[src/rtl/csr_unit.sv]
// Control/status register file for the Riscv151 writeback stage: CSRRW/RS/RC,
// 64-bit cycle/instret counters, mscratch and a tohost FIFO drained by the testbench.
module csr_unit #(
    parameter int XLEN         = 32,
    parameter int TOHOST_DEPTH = 4,
    parameter int CNT_WIDTH    = 64
) (
    input  logic            i_clk,
    input  logic            i_reset,
    input  logic            i_stall,
    input  logic            i_csr_en,
    input  logic [1:0]      i_csr_op,
    input  logic [11:0]     i_csr_addr,
    input  logic [XLEN-1:0] i_csr_wdata,
    input  logic            i_retire,
    output logic [XLEN-1:0] o_csr_rdata,
    output logic            o_csr_busy,
    output logic            o_illegal,
    output logic            o_tohost_valid,
    output logic [XLEN-1:0] o_tohost_data,
    input  logic            i_tohost_ready,
    output logic [XLEN-1:0] o_tohost_last
);

    localparam int PTR_W = $clog2(TOHOST_DEPTH);
    localparam int CNT_W = PTR_W + 1;

    localparam logic [11:0] ADDR_TOHOST   = 12'h51E;
    localparam logic [11:0] ADDR_MSCRATCH = 12'h340;
    localparam logic [11:0] ADDR_CYCLE    = 12'hC00;
    localparam logic [11:0] ADDR_CYCLEH   = 12'hC80;
    localparam logic [11:0] ADDR_INSTRET  = 12'hC02;
    localparam logic [11:0] ADDR_INSTRETH = 12'hC82;

    localparam logic [1:0] OP_NONE = 2'b00;
    localparam logic [1:0] OP_RW   = 2'b01;
    localparam logic [1:0] OP_RS   = 2'b10;
    localparam logic [1:0] OP_RC   = 2'b11;

    function automatic logic [XLEN-1:0] csr_update(
        input logic [1:0]      op,
        input logic [XLEN-1:0] old_v,
        input logic [XLEN-1:0] wdata_v
    );
        logic [XLEN-1:0] res;
        case (op)
            OP_RW:   res = wdata_v;
            OP_RS:   res = old_v | wdata_v;
            OP_RC:   res = old_v & ~wdata_v;
            default: res = old_v;
        endcase
        return res;
    endfunction

    logic [CNT_WIDTH-1:0] r_cycle;
    logic [CNT_WIDTH-1:0] r_instret;
    logic [XLEN-1:0]      r_mscratch;
    logic [XLEN-1:0]      r_tohost_last;
    logic [XLEN-1:0]      r_mem [TOHOST_DEPTH];
    logic [PTR_W-1:0]     r_wr_ptr;
    logic [PTR_W-1:0]     r_rd_ptr;
    logic [CNT_W-1:0]     r_count;

    logic [63:0]     w_cycle64;
    logic [63:0]     w_instret64;
    logic [XLEN-1:0] w_old;
    logic            w_mapped;
    logic            w_ro;
    logic            w_active;
    logic            w_ro_violation;
    logic            w_illegal;
    logic            w_full;
    logic            w_busy;
    logic            w_commit;
    logic [XLEN-1:0] w_new;
    logic            w_push;
    logic            w_scratch_we;
    logic            w_pop;
    logic            w_retire_inc;

    // Counters are presented as 64 bits so the high-half CSRs zero-extend narrow counters.
    assign w_cycle64   = 64'(r_cycle);
    assign w_instret64 = 64'(r_instret);

    // Address decode: current value of the addressed CSR and its access class.
    always_comb begin
        w_old    = {XLEN{1'b0}};
        w_mapped = 1'b0;
        w_ro     = 1'b0;
        case (i_csr_addr)
            ADDR_TOHOST: begin
                w_mapped = 1'b1;
                w_old    = r_tohost_last;
            end
            ADDR_MSCRATCH: begin
                w_mapped = 1'b1;
                w_old    = r_mscratch;
            end
            ADDR_CYCLE: begin
                w_mapped = 1'b1;
                w_ro     = 1'b1;
                w_old    = XLEN'(w_cycle64[31:0]);
            end
            ADDR_CYCLEH: begin
                w_mapped = 1'b1;
                w_ro     = 1'b1;
                w_old    = XLEN'(w_cycle64[63:32]);
            end
            ADDR_INSTRET: begin
                w_mapped = 1'b1;
                w_ro     = 1'b1;
                w_old    = XLEN'(w_instret64[31:0]);
            end
            ADDR_INSTRETH: begin
                w_mapped = 1'b1;
                w_ro     = 1'b1;
                w_old    = XLEN'(w_instret64[63:32]);
            end
            default: begin
                w_mapped = 1'b0;
                w_ro     = 1'b0;
                w_old    = {XLEN{1'b0}};
            end
        endcase
    end

    assign w_active       = i_csr_en && (i_csr_op != OP_NONE);
    // Set/clear with a zero mask is a pure read and therefore legal on counters.
    assign w_ro_violation = w_ro && ((i_csr_op == OP_RW) || (i_csr_wdata != {XLEN{1'b0}}));
    assign w_illegal      = w_active && (!w_mapped || w_ro_violation);

    // Busy looks only at the registered count so tohost_ready never reaches the stall path.
    assign w_full   = (r_count == CNT_W'(TOHOST_DEPTH));
    assign w_busy   = w_active && (i_csr_addr == ADDR_TOHOST) && w_full;
    assign w_commit = w_active && !i_stall && !w_busy && !w_illegal;
    assign w_new    = csr_update(i_csr_op, w_old, i_csr_wdata);

    assign w_push       = w_commit && (i_csr_addr == ADDR_TOHOST);
    assign w_scratch_we = w_commit && (i_csr_addr == ADDR_MSCRATCH);
    assign w_pop        = (r_count != {CNT_W{1'b0}}) && i_tohost_ready;
    assign w_retire_inc = i_retire && !i_stall && !w_busy;

    // Architectural state, counters and FIFO bookkeeping; reset beats every update.
    always_ff @(posedge i_clk) begin
        if (i_reset) begin
            r_cycle       <= {CNT_WIDTH{1'b0}};
            r_instret     <= {CNT_WIDTH{1'b0}};
            r_mscratch    <= {XLEN{1'b0}};
            r_tohost_last <= {XLEN{1'b0}};
            r_wr_ptr      <= {PTR_W{1'b0}};
            r_rd_ptr      <= {PTR_W{1'b0}};
            r_count       <= {CNT_W{1'b0}};
        end else begin
            r_cycle <= r_cycle + CNT_WIDTH'(1);
            if (w_retire_inc) begin
                r_instret <= r_instret + CNT_WIDTH'(1);
            end
            if (w_scratch_we) begin
                r_mscratch <= w_new;
            end
            if (w_push) begin
                r_tohost_last <= w_new;
                r_wr_ptr      <= r_wr_ptr + PTR_W'(1);
            end
            if (w_pop) begin
                r_rd_ptr <= r_rd_ptr + PTR_W'(1);
            end
            case ({w_push, w_pop})
                2'b10:   r_count <= r_count + CNT_W'(1);
                2'b01:   r_count <= r_count - CNT_W'(1);
                default: r_count <= r_count;
            endcase
        end
    end

    // FIFO storage; stale entries after reset are unreachable because the pointers clear.
    always_ff @(posedge i_clk) begin
        if (w_push && !i_reset) begin
            r_mem[r_wr_ptr] <= w_new;
        end
    end

    assign o_csr_rdata    = w_old;
    assign o_illegal      = w_illegal;
    assign o_csr_busy     = w_busy;
    assign o_tohost_valid = (r_count != {CNT_W{1'b0}});
    assign o_tohost_data  = r_mem[r_rd_ptr];
    assign o_tohost_last  = r_tohost_last;

endmodule

[config.mk]
export PLATFORM = sky130hd
export DESIGN_NAME = csr_unit
export DESIGN_NICKNAME = d
export VERILOG_FILES = /design/src/rtl/csr_unit.sv
export SDC_FILE = /design/constraint.sdc
export NUM_CORES = 1
export LEC_CHECK = 0
export BUFFER_PORTS_ARGS = -buffer_cell sky130_fd_sc_hd__buf_2
export CELL_PAD_IN_SITES_DETAIL_PLACEMENT = 1
export CELL_PAD_IN_SITES_GLOBAL_PLACEMENT = 1
export CORE_ASPECT_RATIO = 0.8
export CORE_UTILIZATION = 35
export CTS_BUF_LIST = sky130_fd_sc_hd__clkbuf_8
export DETAILED_ROUTE_END_ITERATION = 8
export PLACE_DENSITY = 0.73
export SLEW_MARGIN = 20
export SYNTH_ARGS = -nofsm -noshare
export SYNTH_HDL_FRONTEND = slang
export SYNTH_SLANG_ARGS = --single-unit
[constraint.sdc]
create_clock -name i_clk -period 6.97 [get_ports i_clk]
set_input_delay 1.7425 -clock i_clk [delete_from_list [all_inputs] [get_ports i_clk]]
set_output_delay 1.7425 -clock i_clk [all_outputs]
set_load 0.005 [all_outputs]
==> impl_metrics.env, run 1 <==
export IMPL_synth_cell_types=57
export IMPL_p_sw_w=0.000909
export IMPL_grt_max_degree=80
export IMPL_grt_pass1_wl_um=77600
export IMPL_cp_required_ns=5.23
export IMPL_grt_pass1_vias=12600
export IMPL_clkTransAtPathRegs_ns=0.06
export IMPL_hold_path_class="reg2reg"
export IMPL_die_area_um2=44500
export IMPL_fp_dieW_um=236
export IMPL_postPlaceCellArea_um2=16600
export IMPL_place_congestion=0.861
export IMPL_hold_buffers=0
export IMPL_synth_xor_xnor_area_share=0.0717
export IMPL_finalCritPeriodShare=0.821
export IMPL_dr_total_vias=12600
export IMPL_synthSimpleGateAreaFrac=0.176
export IMPL_pwr_share_clk=0.427
export IMPL_synth_compound_area_share=0.105
export IMPL_rsz0062_at_grt="false"
export IMPL_layout_drive_gt1_share=0.208
export IMPL_rows=68
export IMPL_synth_edff_count=128
export IMPL_nNetsFinal=1583
export IMPL_worstRegToRegCells=10
export IMPL_hpwl_um=35600
export IMPL_p_comb_frac=0.042
export IMPL_syn_nets=1446
export IMPL_rrSetupSlack_ns=3.64
export IMPL_diodes=0
export IMPL_synth_top_cell_by_area="dfxtp_1"
export IMPL_arrival_ns=3.98
export IMPL_min_path_cells=2
export IMPL_crit_fanout=26
export IMPL_maxCapViolCount=0
export IMPL_reg2reg_from="r_count[0]"
export IMPL_cts_sinks=329
export IMPL_hold_viol_final=0
export IMPL_core_area_um2=43100
export IMPL_synth_seq_cells=329
export IMPL_h_tree_depth=2
export IMPL_synth_area_um2=15300
export IMPL_final_cell_mix="dfxtp_1, nor2_1, buf_2, edfxtp_1, nand2_1"
export IMPL_synth_mux_area_frac=0.0940
export IMPL_min_from="r_mscratch[14]"
export IMPL_cts_root_buf="clkbuf_8"
export IMPL_tns_ns=0
export IMPL_drtIter0Drc=957
export IMPL_synthFlopType="dfxtp_1"
export IMPL_clkLatencyLatePin_ns=0.61
export IMPL_finalWirelength_um=51200
export IMPL_internal_power_w=0.00287
export IMPL_synth_top_family_by_area="simple AND/OR/NAND/NOR gates"
export IMPL_power_total_w=0.00378
export IMPL_outcome="finished, final reports clean"
export IMPL_p_leak_nw=6.22
export IMPL_yosys_warnings=0
export IMPL_swShare=0.241
export IMPL_design_area_um2=17600
export IMPL_fmaxAchievable_mhz=175
export IMPL_start_util=0.355
export IMPL_numPortBuffers=150
export IMPL_finClkSkew_ns=0.0252
export IMPL_seqPwrFrac=0.531
export IMPL_vdd_drop_max_mv=0.189
export IMPL_async_flop_share=0
export IMPL_track_usage=0.227
export IMPL_cts_buffer_depth=3
export IMPL_synth_area_leaders="dfxtp_1, edfxtp_1, mux4_2"
export IMPL_syn_area_per_cell_um2=11.0
export IMPL_path_class="in2out"
export IMPL_setup_violations=0
export IMPL_vias_per_cell=5.91
export IMPL_whs_endpoint="r_mscratch[14]"
export IMPL_powerDensity_nw_per_um2=215
export IMPL_maxSlewViolCount=0
export IMPL_tightestPinTransition_ns=1.16
export IMPL_antenna_found_initial=0
export IMPL_synth_top_area_share=0.263
export IMPL_syn_inst=1386
export IMPL_io_pins=151
export IMPL_crit_path_start="i_csr_addr[7]"
export IMPL_cp_end_kind="primary output"
export IMPL_ant_nets=0
export IMPL_synth_fa_ha_area_frac=0.00704
export IMPL_cts_repair_resized=0
export IMPL_grt_remaining_overflow=0
export IMPL_period_minus_slack_ns=5.72
export IMPL_yosysSeqAreaShare=0.515
export IMPL_first_pass_iters=5
export IMPL_instances_no_fill=2124
export IMPL_die_h_um=189
export IMPL_synthToLayoutAreaGrowth_pct=15.2
export IMPL_layout_commonest_cell="dfxtp_1"
export IMPL_wl_per_cell_um=24.1
export IMPL_cts_made_buffers=51
export IMPL_drc=0
export IMPL_dp_cells=2030
export IMPL_slew_limit_headroom=0.218
export IMPL_cts_tree="yes"
export IMPL_start_kind="input pin"
export IMPL_post_cts_buffers=0
export IMPL_r2r_end="r_count[2]"
layer usage:
metal,GRT usage,vias to the layer above,share of wire
met3,0.0389,73,0.070
li1,-,5474,-
met1,0.324,6515,0.45
met5,0,-,0
met4,0.0593,0,0.018
met2,0.354,491,0.46
synth_stat cells (5+ instances only):
master,number
dfxtp_1,201
nor2_1,158
edfxtp_1,128
nand2_1,92
xnor2_1,68
mux4_2,62
clkbuf_1,61
xor2_1,57
a21oi_1,48
nand3_1,41
o21ai_0,38
and4_1,35
nand4_1,34
inv_1,33
a22o_1,31
nor4_1,29
o221ai_1,26
a22oi_1,25
nor3_1,25
nor2b_1,23
a221o_1,22
and3_1,19
buf_2,18
or3_1,15
a222oi_1,9
and2_1,9
buf_1,9
nor3b_1,9
ha_1,7
or4_1,5
cell type report:
cell class	instances	area, um^2
well taps	560	701
repair buffers	173	926
inverters	33	124
multi-input cells	935	6980
flip-flops and latches	329	7870
clock inverters	34	169
fillers	4788	25500
clock buffers	60	826
per-stage QoR:
stage | setup slack (ns) | hold slack, ns | utilization
floorplan | 1.71 | 0.424 | -
global placement | 1.28 | 0.437 | 0.385
detailed placement | 1.22 | 0.449 | 0.385
CTS | 1.20 | 0.468 | 0.408
global route | 0.970 | 0.499 | 0.409
finish | 1.25 | 0.473 | 0.409
cells by family after synthesis:
kind of cell               after synthesis
muxes                                   66
and+or+nand+nor                        514
buffers and inverters                  122
AOI/OAI and AO/OA                      222
adders and majority gates                8
xor gates and xnor gates               125
DFF                                    329
worst max-delay path, stage by stage:
cell and delay [ns]:
buf_2 0.33, buf_4 0.50, mux4_2 0.58, a222oi_1 0.47, inv_1 0.16, buf_2 0.16
sequential cells by signal, indices dropped and copies added (netlist names), named ones only:
| name | count |
|---|---|
| r_mem | 128 |
| r_cycle | 64 |
| r_instret | 64 |
| o_tohost_last | 32 |
| r_mscratch | 32 |
| r_count | 3 |
| r_rd_ptr | 2 |
| r_wr_ptr | 2 |
how the worst max path moves through the flow:
stage	endpoint	slack (ns)	depth (start not counted)
final	o_csr_rdata[10]	1.25	6
after global routing	o_csr_rdata[10]	0.97	6
after CTS	o_csr_rdata[10]	1.20	6
after detailed placement	o_csr_rdata[10]	1.22	6
after global placement	o_csr_rdata[10]	1.28	6
after floorplan	o_csr_rdata[10]	1.71	6
power by group through the flow:
stage / logic [W] / registers, W / clock network, W
after floorplan: 0.0000890 / 0.00205 / 0
after global placement: 0.000150 / 0.00205 / 0
after detailed placement: 0.000155 / 0.00205 / 0
after CTS: 0.000156 / 0.00201 / 0.00164
after global routing: 0.000170 / 0.00200 / 0.00172
final: 0.000159 / 0.00201 / 0.00161
(Power assumes the default switching activity.)
==> inputs of run 2 (changes only) <==
--- a/config.mk
+++ b/config.mk
@@ -5,6 +5,7 @@
 export SDC_FILE = /design/constraint.sdc
 export NUM_CORES = 1
 export LEC_CHECK = 0
+export ABC_AREA = 1
 export BUFFER_PORTS_ARGS = -buffer_cell sky130_fd_sc_hd__buf_2
 export CELL_PAD_IN_SITES_DETAIL_PLACEMENT = 1
 export CELL_PAD_IN_SITES_GLOBAL_PLACEMENT = 1
@@ -12,7 +13,7 @@
 export CORE_UTILIZATION = 35
 export CTS_BUF_LIST = sky130_fd_sc_hd__clkbuf_8
 export DETAILED_ROUTE_END_ITERATION = 8
-export PLACE_DENSITY = 0.73
+export PLACE_DENSITY = 0.78
 export SLEW_MARGIN = 20
 export SYNTH_ARGS = -nofsm -noshare
 export SYNTH_HDL_FRONTEND = slang
==> constraint.sdc (replaced) <==
create_clock -name i_clk -period 5.9 [get_ports i_clk]
set_input_delay 1.475 -clock i_clk [delete_from_list [all_inputs] [get_ports i_clk]]
set_output_delay 1.475 -clock i_clk [all_outputs]
set_load 0.005 [all_outputs]
==> run 2 against run 1 <==
Via count rose by 62%. Cell area rose by 21%. Final cell count rose by 73%. Combinational power rose by 14%. Register-to-register slack got worse by 0.46 ns. Synthesized area rose by 22%. Sequential share of layout area fell by 7.9 points. Clock power rose by 50%. Critical path type unchanged. Largest power group is now the clock network.
==> impl_metrics.env, run 2 <==
export IMPL_rows=75
export IMPL_internal_power_w=0.00375
export IMPL_finClkSkew_ns=0.0262
export IMPL_synth_cell_types=44
export IMPL_cts_tree="yes"
export IMPL_hold_path_class="reg2reg"
export IMPL_synth_area_um2=18700
export IMPL_hold_buffers=0
export IMPL_fmaxAchievable_mhz=193
export IMPL_grt_pass1_wl_um=127000
export IMPL_vias_per_cell=5.53
export IMPL_powerDensity_nw_per_um2=233
export IMPL_p_sw_w=0.00122
export IMPL_async_flop_share=0
export IMPL_p_comb_frac=0.037
export IMPL_reg2reg_from="r_instret[22]"
export IMPL_dr_total_vias=20400
export IMPL_syn_area_per_cell_um2=6.63
export IMPL_die_area_um2=54300
export IMPL_core_area_um2=52600
export IMPL_grt_max_degree=90
export IMPL_cts_made_buffers=56
export IMPL_cts_buffer_depth=3
export IMPL_pwr_share_clk=0.487
export IMPL_largest_register_ff_count=128
export IMPL_slew_limit_headroom=0.208
export IMPL_worstRegToRegCells=9
export IMPL_place_congestion=1.01
export IMPL_synth_seq_cells=329
export IMPL_ant_nets=0
export IMPL_rrSetupSlack_ns=3.18
export IMPL_synth_top_cell_by_area="dfxtp_1"
export IMPL_vdd_drop_max_mv=0.130
export IMPL_layout_drive_gt1_share=0.102
export IMPL_instances_no_fill=3683
export IMPL_finalCritPeriodShare=0.878
export IMPL_synthFlopType="dfxtp_1"
export IMPL_post_cts_buffers=0
export IMPL_numPortBuffers=150
export IMPL_yosysSeqAreaShare=0.421
export IMPL_dp_cells=3579
export IMPL_final_cell_mix="nand2_1, nor2_1, inv_1, nand3_1, dfxtp_1"
export IMPL_tns_ns=0
export IMPL_seqPwrFrac=0.476
export IMPL_h_tree_depth=2
export IMPL_synth_top_family_by_area="simple AND/OR/NAND/NOR gates"
export IMPL_hpwl_um=64600
export IMPL_nFillCells=6875
export IMPL_maxSlewViolCount=0
export IMPL_synth_commonest_cells="nand2_1, nor2_1, inv_1"
export IMPL_final_util=0.407
export IMPL_wl_per_cell_um=23.0
export IMPL_period_minus_slack_ns=5.18
export IMPL_drtIter0Drc=1872
export IMPL_synth_top_area_share=0.215
export IMPL_track_usage=0.310
export IMPL_largest_register="r_mem"
export IMPL_die_h_um=209
export IMPL_min_path_cells=2
export IMPL_yosys_warnings=0
export IMPL_synth_xor_xnor_area_share=0.0113
export IMPL_rsz0062_at_grt="false"
export IMPL_synth_area_leaders="dfxtp_1, edfxtp_1, nand2_1"
export IMPL_fp_dieW_um=260
export IMPL_synthSimpleGateAreaFrac=0.390
export IMPL_synth_edff_count=128
export IMPL_arrival_ns=3.71
export IMPL_top_regs="r_mem (128), r_cycle (64), r_instret (64)"
export IMPL_cp_required_ns=4.43
export IMPL_synth_fa_ha_area_frac=0.00576
export IMPL_cts_sinks=329
export IMPL_outcome="finished, final reports clean"
export IMPL_start_kind="input pin"
export IMPL_first_pass_iters=5
export IMPL_io_pins=151
export IMPL_maxCapViolCount=0
export IMPL_clkTransAtPathRegs_ns=0.06
export IMPL_p_leak_nw=8.51
export IMPL_clkLatencyLatePin_ns=0.68
export IMPL_synth_compound_area_share=0.0939
export IMPL_cp_end_kind="primary output"
export IMPL_min_from="r_rd_ptr[1]"
export IMPL_path_class="in2out"
export IMPL_grt_pass1_vias=20300
export IMPL_grt_remaining_overflow=0
export IMPL_cts_root_buf="clkbuf_8"
export IMPL_swShare=0.246
export IMPL_syn_inst=2819
export IMPL_finalWirelength_um=84900
export IMPL_layout_commonest_cell="nand2_1"
export IMPL_nNetsFinal=3004
export IMPL_synthToLayoutAreaGrowth_pct=14.4
export IMPL_drc=0
export IMPL_synth_mux_area_frac=0
export IMPL_crit_fanout=19
export IMPL_cts_repair_resized=0
export IMPL_setup_violations=0
export IMPL_antenna_found_initial=3
export IMPL_hold_viol_final=0
export IMPL_r2r_end="r_instret[56]"
export IMPL_yosysMostFrequentCell="nand2_1"
export IMPL_tightestPinTransition_ns=1.19
export IMPL_syn_nets=2879
export IMPL_start_util=0.355
-- run 2: routing by layer --
layer  GRT usage  wire length, um  up-vias
met3      0.0392             5500      102
met4      0.0845             2070        0
met1       0.452            40000    10100
met5           0                0        -
li1            -                -     9376
met2       0.481            37300      730
-- run 2: kinds of logic after synthesis --
family	after synthesis
AND/OR/NAND/NOR	1768
AO/OA/AOI/OAI	323
XOR/XNOR	24
flip-flops	329
adder cells (fa/ha/maj)	8
buffers and inverters	367
-- run 2: per-stage QoR --
stage	hold slack (ns)	setup WS, ns	instance area (um^2)	power (W)
after floorplan	0.436	1.69	18700	0.00251
after global placement	0.453	0.880	20100	0.00259
after detailed placement	0.467	0.781	20100	0.00259
after CTS	0.477	0.780	21400	0.00500
after global routing	0.494	0.531	21400	0.00511
final	0.467	0.719	21400	0.00497
-- run 2: cell type report --
type,instances,area [um^2],share of cell area
multi-input cells,2123,9400,0.440
repair buffers,175,978,0.0458
well taps,693,867,0.0406
clock buffers,67,922,0.0432
clock inverters,36,360,0.0169
diodes,1,2.50,0.000117
inverters,259,973,0.0456
flip-flops and latches,329,7870,0.368
-- run 2: worst max-delay path by stage --
stage	from	endpoint	slack, ns	depth (start not counted)
floorplan	i_csr_addr[6]	r_mem[0][0]	1.69	9
global placement	i_csr_addr[5]	o_csr_rdata[3]	0.88	7
detailed placement	i_csr_addr[5]	o_csr_rdata[3]	0.78	7
CTS	i_csr_addr[5]	o_csr_rdata[3]	0.78	7
global route	i_csr_addr[5]	o_csr_rdata[3]	0.53	7
finish	i_csr_addr[5]	o_csr_rdata[3]	0.72	7
-- run 2: worst max-delay path: stages --
cell and delay (ns):
buf_2 0.11, nor2_2 0.17, nand2_1 0.07, nor2_1 0.33
nand2_1 0.60, o221ai_1 0.71, buf_2 0.22
-- run 2: power by group through the flow --
stage	clock network [W]	registers [W]	logic, W
after floorplan	0	0.00241	0.0000979
after global placement	0	0.00242	0.000172
after detailed placement	0	0.00242	0.000178
after CTS	0.00246	0.00237	0.000179
after global routing	0.00255	0.00237	0.000196
final	0.00242	0.00237	0.000182
